$ cat src/rtl/fpu_addsub_ctrl.sv
// Sequencing controller for the single-precision add/sub unit.
// Takes one operation at a time, resolves IEEE special cases locally
// and only launches the multi-cycle normal datapath when no special case applies.
//
// state      | meaning
// -----------+-----------------------------------------------------------
// S_IDLE     | ready for a request, operands captured on acceptance
// S_CLASSIFY | operands checked for NaN/inf/zero/equal-magnitude cases
// S_DP_START | one-cycle launch pulse to the normal datapath
// S_DP_WAIT  | waiting for dp_done, bounded by TIMEOUT_CYC cycles
// S_RESULT   | flag/copied operand/signs presented until downstream accepts
module fpu_addsub_ctrl #(
  parameter int WIDTH       = 32,
  parameter int TIMEOUT_CYC = 16,
  parameter int CNT_W       = 5
) (
  input  logic             clk,
  input  logic             rst_n,
  input  logic             in_valid,
  output logic             in_ready,
  input  logic [WIDTH-1:0] op_a,
  input  logic [WIDTH-1:0] op_b,
  input  logic             op_sub,
  output logic             dp_start,
  output logic [WIDTH-1:0] dp_a,
  output logic [WIDTH-1:0] dp_b,
  output logic             dp_sub,
  input  logic             dp_done,
  output logic [2:0]       exception_flag,
  output logic [WIDTH-2:0] copied_operand,
  output logic             sign_a,
  output logic             sign_b,
  output logic             out_valid,
  input  logic             out_ready,
  output logic             timeout_err
);

  localparam int EXP_W = 8;
  localparam int MAN_W = WIDTH - 1 - EXP_W;

  localparam logic [2:0] FLAG_NONE      = 3'b000;
  localparam logic [2:0] FLAG_NAN       = 3'b001;
  localparam logic [2:0] FLAG_COPY_A    = 3'b010;
  localparam logic [2:0] FLAG_COPY_B    = 3'b011;
  localparam logic [2:0] FLAG_FIN_M_INF = 3'b100;
  localparam logic [2:0] FLAG_ZERO_ZERO = 3'b101;
  localparam logic [2:0] FLAG_ZERO_M_NZ = 3'b110;
  localparam logic [2:0] FLAG_SUB_EQUAL = 3'b111;

  localparam logic [CNT_W-1:0] CNT_LIMIT = CNT_W'(TIMEOUT_CYC);

  typedef enum logic [2:0] {
    S_IDLE,
    S_CLASSIFY,
    S_DP_START,
    S_DP_WAIT,
    S_RESULT
  } state_t;

  state_t state;

  logic [CNT_W-1:0] wait_cnt;
  logic [CNT_W-1:0] wait_cnt_next;

  logic [EXP_W-1:0] exp_a;
  logic [EXP_W-1:0] exp_b;
  logic [MAN_W-1:0] man_a;
  logic [MAN_W-1:0] man_b;
  logic [WIDTH-2:0] mag_a;
  logic [WIDTH-2:0] mag_b;

  logic a_nan, b_nan;
  logic a_inf, b_inf;
  logic a_zero, b_zero;
  logic eff_sub;

  logic [2:0]       class_flag;
  logic [WIDTH-2:0] class_copied;

  assign mag_a = dp_a[WIDTH-2:0];
  assign mag_b = dp_b[WIDTH-2:0];
  assign exp_a = dp_a[WIDTH-2 -: EXP_W];
  assign exp_b = dp_b[WIDTH-2 -: EXP_W];
  assign man_a = dp_a[MAN_W-1:0];
  assign man_b = dp_b[MAN_W-1:0];

  assign wait_cnt_next = wait_cnt + 1'b1;

  // Operand field decode on the captured operands
  always_comb begin
    a_nan   = (exp_a == '1) && (man_a != '0);
    b_nan   = (exp_b == '1) && (man_b != '0);
    a_inf   = (exp_a == '1) && (man_a == '0);
    b_inf   = (exp_b == '1) && (man_b == '0);
    a_zero  = (exp_a == '0) && (man_a == '0);
    b_zero  = (exp_b == '0) && (man_b == '0);
    eff_sub = dp_sub ^ sign_a ^ sign_b;
  end

  // Special-case classification, first matching rule wins
  always_comb begin
    class_flag   = FLAG_NONE;
    class_copied = '0;
    if (a_nan || b_nan) begin
      class_flag = FLAG_NAN;
    end else if (a_inf && b_inf && eff_sub) begin
      class_flag = FLAG_NAN;
    end else if (a_inf) begin
      class_flag   = FLAG_COPY_A;
      class_copied = mag_a;
    end else if (b_inf) begin
      if (dp_sub) begin
        class_flag = FLAG_FIN_M_INF;
      end else begin
        class_flag   = FLAG_COPY_B;
        class_copied = mag_b;
      end
    end else if (a_zero && b_zero) begin
      class_flag = FLAG_ZERO_ZERO;
    end else if (a_zero) begin
      class_flag   = dp_sub ? FLAG_ZERO_M_NZ : FLAG_COPY_B;
      class_copied = mag_b;
    end else if (b_zero) begin
      class_flag   = FLAG_COPY_A;
      class_copied = mag_a;
    end else if ((mag_a == mag_b) && eff_sub) begin
      class_flag = FLAG_SUB_EQUAL;
    end
  end

  // Sequencing FSM; every output is registered here
  always_ff @(posedge clk or negedge rst_n) begin
    if (!rst_n) begin
      state          <= S_IDLE;
      in_ready       <= 1'b1;
      dp_start       <= 1'b0;
      dp_a           <= '0;
      dp_b           <= '0;
      dp_sub         <= 1'b0;
      exception_flag <= FLAG_NONE;
      copied_operand <= '0;
      sign_a         <= 1'b0;
      sign_b         <= 1'b0;
      out_valid      <= 1'b0;
      timeout_err    <= 1'b0;
      wait_cnt       <= '0;
    end else begin
      dp_start <= 1'b0;
      case (state)
        S_IDLE: begin
          if (in_valid) begin
            dp_a     <= op_a;
            dp_b     <= op_b;
            dp_sub   <= op_sub;
            sign_a   <= op_a[WIDTH-1];
            sign_b   <= op_b[WIDTH-1];
            in_ready <= 1'b0;
            state    <= S_CLASSIFY;
          end
        end

        S_CLASSIFY: begin
          exception_flag <= class_flag;
          copied_operand <= class_copied;
          if (class_flag != FLAG_NONE) begin
            out_valid <= 1'b1;
            state     <= S_RESULT;
          end else begin
            dp_start <= 1'b1;
            state    <= S_DP_START;
          end
        end

        S_DP_START: begin
          wait_cnt <= '0;
          state    <= S_DP_WAIT;
        end

        S_DP_WAIT: begin
          wait_cnt <= wait_cnt_next;
          // dp_done on the final allowed cycle still wins over the timeout
          if (dp_done) begin
            exception_flag <= FLAG_NONE;
            out_valid      <= 1'b1;
            state          <= S_RESULT;
          end else if (wait_cnt_next == CNT_LIMIT) begin
            exception_flag <= FLAG_NAN;
            copied_operand <= '0;
            timeout_err    <= 1'b1;
            out_valid      <= 1'b1;
            state          <= S_RESULT;
          end
        end

        S_RESULT: begin
          if (out_ready) begin
            out_valid <= 1'b0;
            in_ready  <= 1'b1;
            state     <= S_IDLE;
          end
        end

        default: begin
          out_valid <= 1'b0;
          in_ready  <= 1'b1;
          state     <= S_IDLE;
        end
      endcase
    end
  end

endmodule

$ cat config.mk
export PLATFORM = sky130hd
export DESIGN_NAME = fpu_addsub_ctrl
export DESIGN_NICKNAME = d
export VERILOG_FILES = /design/src/rtl/fpu_addsub_ctrl.sv
export SDC_FILE = /design/constraint.sdc
export NUM_CORES = 1
export LEC_CHECK = 0
export CORE_MARGIN = 3
export CORE_UTILIZATION = 51
export CTS_BUF_LIST = sky130_fd_sc_hd__clkbuf_8
export CTS_CLUSTER_SIZE = 8
export DETAILED_ROUTE_END_ITERATION = 7
export GPL_TIMING_DRIVEN = 0
export PLACE_DENSITY = 0.87
export SYNTH_ARGS = -nofsm -noshare
export SYNTH_HDL_FRONTEND = slang
export SYNTH_SLANG_ARGS = --single-unit
$ cat constraint.sdc
create_clock -name clk -period 4.1 [get_ports clk]
set_clock_uncertainty 0.15 [all_clocks]
set_input_delay 0.615 -clock clk [delete_from_list [all_inputs] [get_ports clk]]
set_output_delay 0.615 -clock clk [all_outputs]
set_load 0.005 [all_outputs]
After elaboration in Yosys (flattened, before gate mapping) --
Index checks and enable logic that the tools add are counted.
Cells by class: add/sub/neg operators 1, equality and inequality tests 14, multiplexer cells 41, bitwise logic cells 5, reduce and logical (&&, ||, !) cells 30
Operator list (count):
- $mux 31 | 10
- $pmux 31 s2 | 1
- $mux 3 | 17
- $logic_not 23->1 | 2
- $reduce_bool 23->1 | 2
- $eq 31x31->1 | 1
- $eq 8x8->1 const B | 2
- $logic_not 8->1 | 2
- $pmux 3 s5 | 1
- $reduce_and 3->1 | 4
- $logic_and 1x1->1 | 10
- $ne 2x2->1 const B | 5
- $pmux 5 s2 | 1
- $mux 1 | 8
- $eq 3x2->1 const B | 2
- $pmux 3 s2 | 1
- $add 5x1->5 const B | 1
- $eq 5x5->1 const B | 1
- $pmux 1 s4 | 1
- $reduce_and 2->1 | 2
- $reduce_and 4->1 | 1
- $reduce_bool 2->1 | 2
- $eq 3x1->1 const B | 1
- $eq 3x3->1 const B | 1
- 9 further kinds | 12
Word-level totals: register bits 113, input port bits 70, output and inout port bits 105

Longest topological paths before layout --
Gate-level depths: netlist of run 1.
depth after elaboration 14, depth in mapped cells 9

Worst setup path before layout of run 1 --
OpenSTA, ideal clock, no wires.
kind flip-flop to flip-flop, from register dp_b[11], to register exception_flag[0], setup time 123 ps, arrival 2138 ps, data required time 3827 ps, slack 1689 ps, cell stages (with the launch flop) 8, period minus slack after synthesis 2411 ps, cells stage by stage dfrtp_1 nor4_1 nand4_1 o41ai_1 and2_2 buf_4 nand2_1 o221a_1
Between the ends: cells in the longest elaborated chain, start to end 11
Ends and longest elaborated chain:
- start: declaration | RTL line 26 | output logic [WIDTH-1:0] dp_b,
- start signal: assignment | RTL line 153 | dp_b <= op_b;
- $eq 31x31->1 | RTL line 126 | end else if ((mag_a == mag_b) && eff_sub) begin
- $logic_and 1x1->1 | RTL line 126
- $mux 3 | RTL line 126
- $mux 3 | RTL line 123 | end else if (b_zero) begin
- $mux 3 | RTL line 120 | end else if (a_zero) begin
- $mux 3 | RTL line 118 | end else if (a_zero && b_zero) begin
- $mux 3 | RTL line 111 | end else if (b_inf) begin
- $mux 3 | RTL line 108 | end else if (a_inf) begin
- $mux 3 | RTL line 106 | end else if (a_inf && b_inf && eff_sub) begin
- $mux 3 * | RTL line 104 | if (a_nan || b_nan) begin
- $pmux 3 s2 * | RTL line 149 | case (state)
- end signal: assignment | RTL line 163 | exception_flag <= class_flag;
- end: declaration | RTL line 29 | output logic [2:0] exception_flag,
Every way passes the cells marked *; elsewhere a longest branch is shown, timed or not. A chain may end at the register's enable or synchronous reset.

Worst setup path after layout of run 1 --
from input in_valid, to register dp_b[14]
Between the ends: cells in the longest elaborated chain, start to end 1
Ends and longest elaborated chain:
- start: declaration | RTL line 19 | input logic in_valid,
- $reduce_and 2->1 (no line)
No other way between the ends.

==> parameters.txt, run 1 <==
Parameter                              Value

Synthesis
  Post-synth top flop    sky130_fd_sc_hd__dfrtp_1
  Post-synthesis share of cell area spent on full adders, half adders and majority gates    0.234%
  Mapped Area    0.00535 sq mm
  Number of instances in the synthesized netlist    492
  Xor and xnor fraction of the mapped netlist area    5.52%
  Synth Net Count    563
  Share of the synthesized area in the top cell type    51.4%
  Most common cell in the synthesized netlist    sky130_fd_sc_hd__dfrtp_1
  Post-synth cell types    48
  Post-Synthesis Mean Instance Area    10.9 sq um
  Number of enable flip-flop cells after synthesis    0
  Synthesized-area fraction occupied by ao, oa, aoi and oai cells    15.2%
  Post-synthesis async set-or-reset flop share    100%
  Sequential cell area fraction in the yosys report    51.9%
  Most area-hungry cell type in the Yosys netlist    sky130_fd_sc_hd__dfrtp_1
  Leading cell types by count after synthesis    110 x sky130_fd_sc_hd__dfrtp_1, 50 x sky130_fd_sc_hd__nand2_1, 43 x sky130_fd_sc_hd__mux2_2
  Yosys warning count    0
  Combinational family with the most area after synthesis    compound AO/OA/AOI/OAI gates
  Share of synthesized area spent on multiplexers    9.42%
  Count of state elements after synthesis    111
  Most area-consuming cells after synthesis    sky130_fd_sc_hd__dfrtp_1 51%, sky130_fd_sc_hd__mux2_2 9.0%, sky130_fd_sc_hd__xor2_1 5.1%, sky130_fd_sc_hd__nand2_1 3.5%, sky130_fd_sc_hd__o21ai_2 3.3%
  Post-synthesis share of cell area spent on and, or, nand and nor gates    13.4%

Global route
  Number of global-route vias before repair    5007
  Initial antenna violation count    0
  Maximum number of pins on one net before global-route repair    69
  Tot GR Track Use    30.0%
  Global-route wire length before repair    27.0 mm
  GRT overflow    0

Critical path
  Arrival time reported for the critical path endpoint    3.32 ns
  Critical Path Source Type    input port
  Category of the critical setup timing path    input port to flip-flop
  Largest fanout of any net on the critical path    10
  Required time of the worst setup path    4.25 ns
  Flop2flop setup slack    1.01 ns
  Worst setup EP type    flip-flop

Floorplanning
  Die Footprint    0.0118 sq mm
  DIE HEIGHT    108 microns
  FP Rows    36
  Count of boundary I/O pins    175
  Starting density of the core    53.5%
  DIE WIDTH    108 microns
  Core area    0.0100 sq mm

Place
  Hpwl dp    12.9 mm
  Final weighted congestion in routability-driven placement    0.872
  Number of buffer cells added on primary ports    174
  Number of placed instances with taps included    800

Timing
  Worst hold margin    0.0851 ns
  Count of pins over their slew limit    0
  Post-route clock period utilization    77.4%
  Final count of negative-setup-slack endpoints    0
  Unrepaired setup endpoints after global routing    false
  Shortest period the worst path allows    3.17 ns
  Worst-Margin Slew    1.10 ns
  Number of hold violations in the final report    0
  F_max    315 MHz
  Worst relative slew slack    25.9%

Drt
  Via Count    4803
  TritonRoute pass-1 iters    5
  Final routed wirelength across all metal layers    17.3 mm
  Vias per cell    5.89
  WL/cell    21.2 microns
  Number of DRC violations after detailed-routing iteration 0    341
  DRC violation count after routing    0
  Number of nets with antenna violations after routing    0

Finish
  NumNets Final    749
  Final core utilization    75.2%
  Layout overhead on the synthesized area    40.6%
  Antenna Cells    0
  Non-filler cells in the finished layout    816
  Share of cells above drive strength 1    14.3%

Power
  Power density over cell area    680 mW/mm^2
  Maximum resistive drop on vdd    0.430 mV
  Leakage power    0.00313 uW

Status
  Result of the run    complete, no violations

Clock tree
  Hold buffer count at cts    0
  Post-CTS resize count    0
  Number of setup buffers added after CTS    0
  Clk Latency, worst-skew pair    0.37 ns
  CTS root buffer    sky130_fd_sc_hd__clkbuf_8
  Longest Clk Path Bufs    2
  Clock transition at the registers of the reported paths    0.11 ns
  Count of H-tree levels built during CTS    3
  TritonCTS clock tree    done
  Clock sink count    111
  TritonCTS buffer count    9

Run
  Number of violations of the max-capacitance limit    0

Worst hold path
  Path type of the worst min-delay path    input port to async pin
-- cell type report --
class / instances / area, sq um
flip-flops and latches: 111 / 2780
fillers: 735 / 2480
multi-input cells: 329 / 2350
repair buffers: 175 / 1770
well taps: 133 / 166
clock buffers: 10 / 138
plain buffers: 26 / 128
clock inverters: 6 / 100
inverters: 26 / 97.6
-- power by group --
| group | internal (uW) | leakage (uW) | switching [uW] | total (uW) |
|---|---|---|---|---|
| sequential | 1480 | 0.00140 | 631 | 2110 |
| clock | 372 | 0.000121 | 388 | 760 |
| combinational | 1240 | 0.00161 | 1010 | 2250 |
-- critical path, cell delays in order --
cell and delay (ns):
sky130_fd_sc_hd__clkdlybuf4s50_1 0.53, sky130_fd_sc_hd__nor4b_1 0.90, sky130_fd_sc_hd__clkbuf_1 0.54, sky130_fd_sc_hd__clkbuf_1 0.54, sky130_fd_sc_hd__nand2_1 0.11, sky130_fd_sc_hd__o21ai_0 0.09
-- flip-flops by register name, indices dropped and copies added, names as in the netlist --
name / count
out_valid: 1
dp_a: 32
timeout_err: 1
exception_flag: 3
wait_cnt: 5
state: 3
dp_sub: 1
dp_b: 32
in_ready: 1
copied_operand: 31
dp_start: 1
-- through the flow --
step / setup WS [ns] / cell area, sq um / total power, uW / setup TNS (ns)
final: 0.926 / 7520 / 5110 / 0
after global routing: 0.693 / 7520 / 5390 / 0
after CTS: 0.956 / 7520 / 5110 / 0
after detailed placement: 0.568 / 7280 / 4330 / 0
after global placement: -1.78 / 7260 / 4250 / -195.16
after floorplan: 1.69 / 5350 / 3010 / 0
-- layout by cell type (no fill, tap or decap), drive strengths merged, types with 3 or more instances in the layout --
cell,instances
a32oi,10
inv,28
nand2,50
a22o,4
nor2,7
buf,10
dfrtp,110
or4,3
xor2,31
a21oi,15
clkbuf,28
nor4,25
nor3,8
nor2b,3
a22oi,13
nand3,14
mux2,43
o21ai,54
a21o,4
or3,4
clkdlybuf4s50,173
o211ai,6
nand4,9
-- kinds of logic (layout without fill, tap and decap cells) --
family / Yosys count / after routing
compound gates: 117 / 117
xor+xnor: 32 / 32
fa+ha+maj: 1 / 1
buf+inv: 52 / 243
flops: 111 / 111
mux: 45 / 45
simple gates: 134 / 134
-- path summary, 6_finish.rpt --
path	start	endpoint	cells past startpoint
min reg2reg	timeout_err$_DFFE_PN0P_	timeout_err$_DFFE_PN0P_	2
max in group asynchronous	rst_n	dp_a[2]$_DFFE_PN0P_	2
min in group clk	timeout_err$_DFFE_PN0P_	timeout_err$_DFFE_PN0P_	2
max reg2reg	dp_b[11]$_DFFE_PN0P_	copied_operand[8]$_DFFE_PN0P_	8
max	in_valid	dp_b[14]$_DFFE_PN0P_	6
min	rst_n	dp_a[24]$_DFFE_PN0P_	1
-- routing by layer --
metal / vias up / part of all wire [%] / global-route usage, %
li1: 2166 / - / -
met1: 2363 / 39 / 37.4
met2: 242 / 50 / 50.6
met3: 32 / 9.0 / 8.30
met4: 0 / 2.2 / 9.92
met5: - / 0 / 0
Power figures use the tool's default switching activity.
==> run 2, diff against run 1 <==
--- a/config.mk
+++ b/config.mk
@@ -6,12 +6,12 @@
 export NUM_CORES = 1
 export LEC_CHECK = 0
 export CORE_MARGIN = 3
-export CORE_UTILIZATION = 51
+export CORE_UTILIZATION = 43
 export CTS_BUF_LIST = sky130_fd_sc_hd__clkbuf_8
 export CTS_CLUSTER_SIZE = 8
 export DETAILED_ROUTE_END_ITERATION = 7
 export GPL_TIMING_DRIVEN = 0
-export PLACE_DENSITY = 0.87
+export PLACE_DENSITY = 0.79
 export SYNTH_ARGS = -nofsm -noshare
 export SYNTH_HDL_FRONTEND = slang
 export SYNTH_SLANG_ARGS = --single-unit
==> constraint.sdc (replaced) <==
create_clock -name clk -period 2.7 [get_ports clk]
set_clock_uncertainty 0.15 [all_clocks]
set_input_delay 0.405 -clock clk [delete_from_list [all_inputs] [get_ports clk]]
set_output_delay 0.405 -clock clk [all_outputs]
set_load 0.005 [all_outputs]
==> parameters.txt, run 2 (same netlist as run 1, synthesis figures left out) <==
Parameter                              Value

Drt
  TritonRoute pass-1 iters    6
  Number of DRC violations after detailed-routing iteration 0    388
  DRC violation count after routing    0
  Number of nets with antenna violations after routing    0
  Via Count    4774
  WL/cell    20.2 microns
  Vias per cell    5.58
  Final routed wirelength across all metal layers    17.2 mm

Clock tree
  Longest Clk Path Bufs    2
  TritonCTS clock tree    done
  Count of H-tree levels built during CTS    3
  TritonCTS buffer count    9
  Clock transition at the registers of the reported paths    0.11 ns
  Clk Latency, worst-skew pair    0.40 ns
  CTS root buffer    sky130_fd_sc_hd__clkbuf_8
  Clock sink count    111

Finish
  Commonest non-fill, non-tap cell in the layout    sky130_fd_sc_hd__clkdlybuf4s50_1
  Share of cells above drive strength 1    17.0%
  Largest registers ranked by flip-flop count    dp_a x32, dp_b x32, copied_operand x31
  Layout overhead on the synthesized area    42.4%
  NumNets Final    753
  Filler instances    1015
  Non-filler cells in the finished layout    855
  Antenna Cells    0
  Leading cell types in the layout, fill and taps excluded    173 x sky130_fd_sc_hd__clkdlybuf4s50_1, 109 x sky130_fd_sc_hd__dfrtp_1, 50 x sky130_fd_sc_hd__nand2_1, 43 x sky130_fd_sc_hd__mux2_2, 33 x sky130_fd_sc_hd__o21ai_0
  Final cell area excluding filler cells    0.00762 sq mm

Place
  Final weighted congestion in routability-driven placement    0.945
  Setup WS pre-CTS    -0.748 ns
  Number of placed instances with taps included    835
  Area post-placement    0.00733 sq mm
  Number of buffer cells added on primary ports    174
  Hpwl dp    12.9 mm

Critical path
  Cell-by-cell trace of the critical path    nor4_1 -> nand4_1 -> nor2_1 -> and4_1 -> clkbuf_4 -> a22oi_1 -> o21ai_2
  Crit-path max cell delay    0.66 ns
  Endpoint of the lowest-slack register-to-register path    copied_operand[7]$_DFFE_PN0P_
  Worst setup EP type    flip-flop
  Depth of the most critical reg-to-reg path    7
  Required time of the worst setup path    2.87 ns
  Crit path launch    dp_b[5]$_DFFE_PN0P_
  Arrival time reported for the critical path endpoint    2.80 ns
  Flop2flop setup slack    0.07 ns
  Slowest cell on the critical path    sky130_fd_sc_hd__nor4_1
  Crit path buffers/inverters    1
  Cell count along the critical path    7
  Cell family with the largest share of critical-path delay    simple AND/OR/NAND/NOR gates
  Category of the critical setup timing path    flip-flop to flip-flop
  Worst flop-to-flop path startpoint    dp_b[5]$_DFFE_PN0P_
  Largest fanout of any net on the critical path    14
  Worst setup path endpoint    copied_operand[7]$_DFFE_PN0P_
  Critical Path Source Type    flip-flop

Timing
  F_max    381 MHz
  Shortest period the worst path allows    2.63 ns
  Count of pins over their slew limit    0
  Number of hold violations in the final report    0
  Worst relative slew slack    52.1%
  Final critical-path setup slack    0.0731 ns
  Worst-Margin Slew    0.719 ns
  Final count of negative-setup-slack endpoints    0
  Final setup TNS    0 ns
  Post-route clock period utilization    97.3%

Global route
  Number of global-route vias before repair    4872
  Global-route wire length before repair    27.0 mm
  Tot GR Track Use    24.7%
  Initial antenna violation count    0
  GRT overflow    0
  Maximum number of pins on one net before global-route repair    59

Power
  Maximum resistive drop on vdd    0.567 mV
  Power density over cell area    997 mW/mm^2
  Leakage power    0.00314 uW

Floorplanning
  DIE WIDTH    118 microns
  Starting density of the core    44.2%
  FP Rows    40
  Die Footprint    0.0138 sq mm
  Count of boundary I/O pins    175
  DIE HEIGHT    118 microns
  Core area    0.0121 sq mm

Worst hold path
  Path type of the worst min-delay path    flip-flop to flip-flop
  Worst hold path depth    2

Run
  Number of violations of the max-capacitance limit    0

Status
  Result of the run    complete, no violations
-- run 2: cell types whose count changed in the layout (fill, tap and decap cells not counted), moves of 2 or more --
| cell | before | now |
|---|---|---|
| sky130_fd_sc_hd__clkbuf_2 | 0 | 3 |
| sky130_fd_sc_hd__nor4_2 | 0 | 4 |
| sky130_fd_sc_hd__inv_6 | 0 | 3 |
| sky130_fd_sc_hd__bufinv_16 | 2 | 0 |
| sky130_fd_sc_hd__buf_2 | 3 | 1 |
| sky130_fd_sc_hd__buf_4 | 4 | 9 |
| sky130_fd_sc_hd__inv_8 | 2 | 0 |
| sky130_fd_sc_hd__nor4_1 | 25 | 21 |
| sky130_fd_sc_hd__clkinv_2 | 0 | 2 |
| sky130_fd_sc_hd__clkbuf_1 | 18 | 14 |
-- run 2: report_power, final --
group	total (uW)	internal (uW)	switching, uW
registers	3200	2240	959
clock network	967	347	621
logic	3430	1900	1530
total	7600	4490	3110
-- run 2: worst min-delay path by stage --
stage	from	endpoint	slack, ns
after floorplan	rst_n	copied_operand[0]$_DFFE_PN0P_	-0.04
after global placement	timeout_err$_DFFE_PN0P_	timeout_err$_DFFE_PN0P_	0.30
after detailed placement	timeout_err$_DFFE_PN0P_	timeout_err$_DFFE_PN0P_	0.31
after CTS	in_ready$_DFFE_PN1P_	in_ready$_DFFE_PN1P_	0.34
after global routing	in_ready$_DFFE_PN1P_	in_ready$_DFFE_PN1P_	0.35
final	in_ready$_DFFE_PN1P_	in_ready$_DFFE_PN1P_	0.34
-- run 2: what timing repair did --
action,CTS,global route
gates resized for setup,5,16
setup endpoints to repair,92,51
pin swaps,2,2
hold endpoints to repair,52,0
buffers inserted,2,3
hold buffers,1,0
-- run 2: metrics by stage --
step,power [uW],hold WS [ns],util (%)
2_1_floorplan,4580,-0.0406,-
3_3_place_gp,6460,0.303,60.3
3_5_place_dp,6580,0.306,60.5
4_1_cts,7570,0.336,62.4
5_1_grt,8020,0.353,62.9
6_report,7600,0.336,62.9
-- run 2: metal layers --
layer,up-vias,global-route usage (%),share of wire (%)
li1,2177,-,-
met2,207,41.4,50
met3,39,5.96,7.5
met4,0,9.96,2.8
met1,2351,30.8,39
met5,-,0,0
-- run 2: worst reg2reg max path, cell delays in order (launching register included) --
cell                       delay, ns
sky130_fd_sc_hd__dfrtp_1        0.46
sky130_fd_sc_hd__nor4_1         0.66
sky130_fd_sc_hd__nand4_1        0.25
sky130_fd_sc_hd__nor2_1         0.31
sky130_fd_sc_hd__and4_1         0.25
sky130_fd_sc_hd__clkbuf_4       0.27
sky130_fd_sc_hd__a22oi_1        0.14
sky130_fd_sc_hd__o21ai_2        0.08
-- run 2: layout make-up --
class / instances / area (sq um) / area share, %
clock buffer: 9 / 124 / 1.63
sequential: 111 / 2780 / 36.5
timing repair buffer: 181 / 1810 / 23.8
clock inverter: 7 / 53.8 / 0.706
inverter: 26 / 97.6 / 1.28
buffer: 24 / 125 / 1.64
multi-input combinational: 329 / 2410 / 31.7
tap: 168 / 210 / 2.76
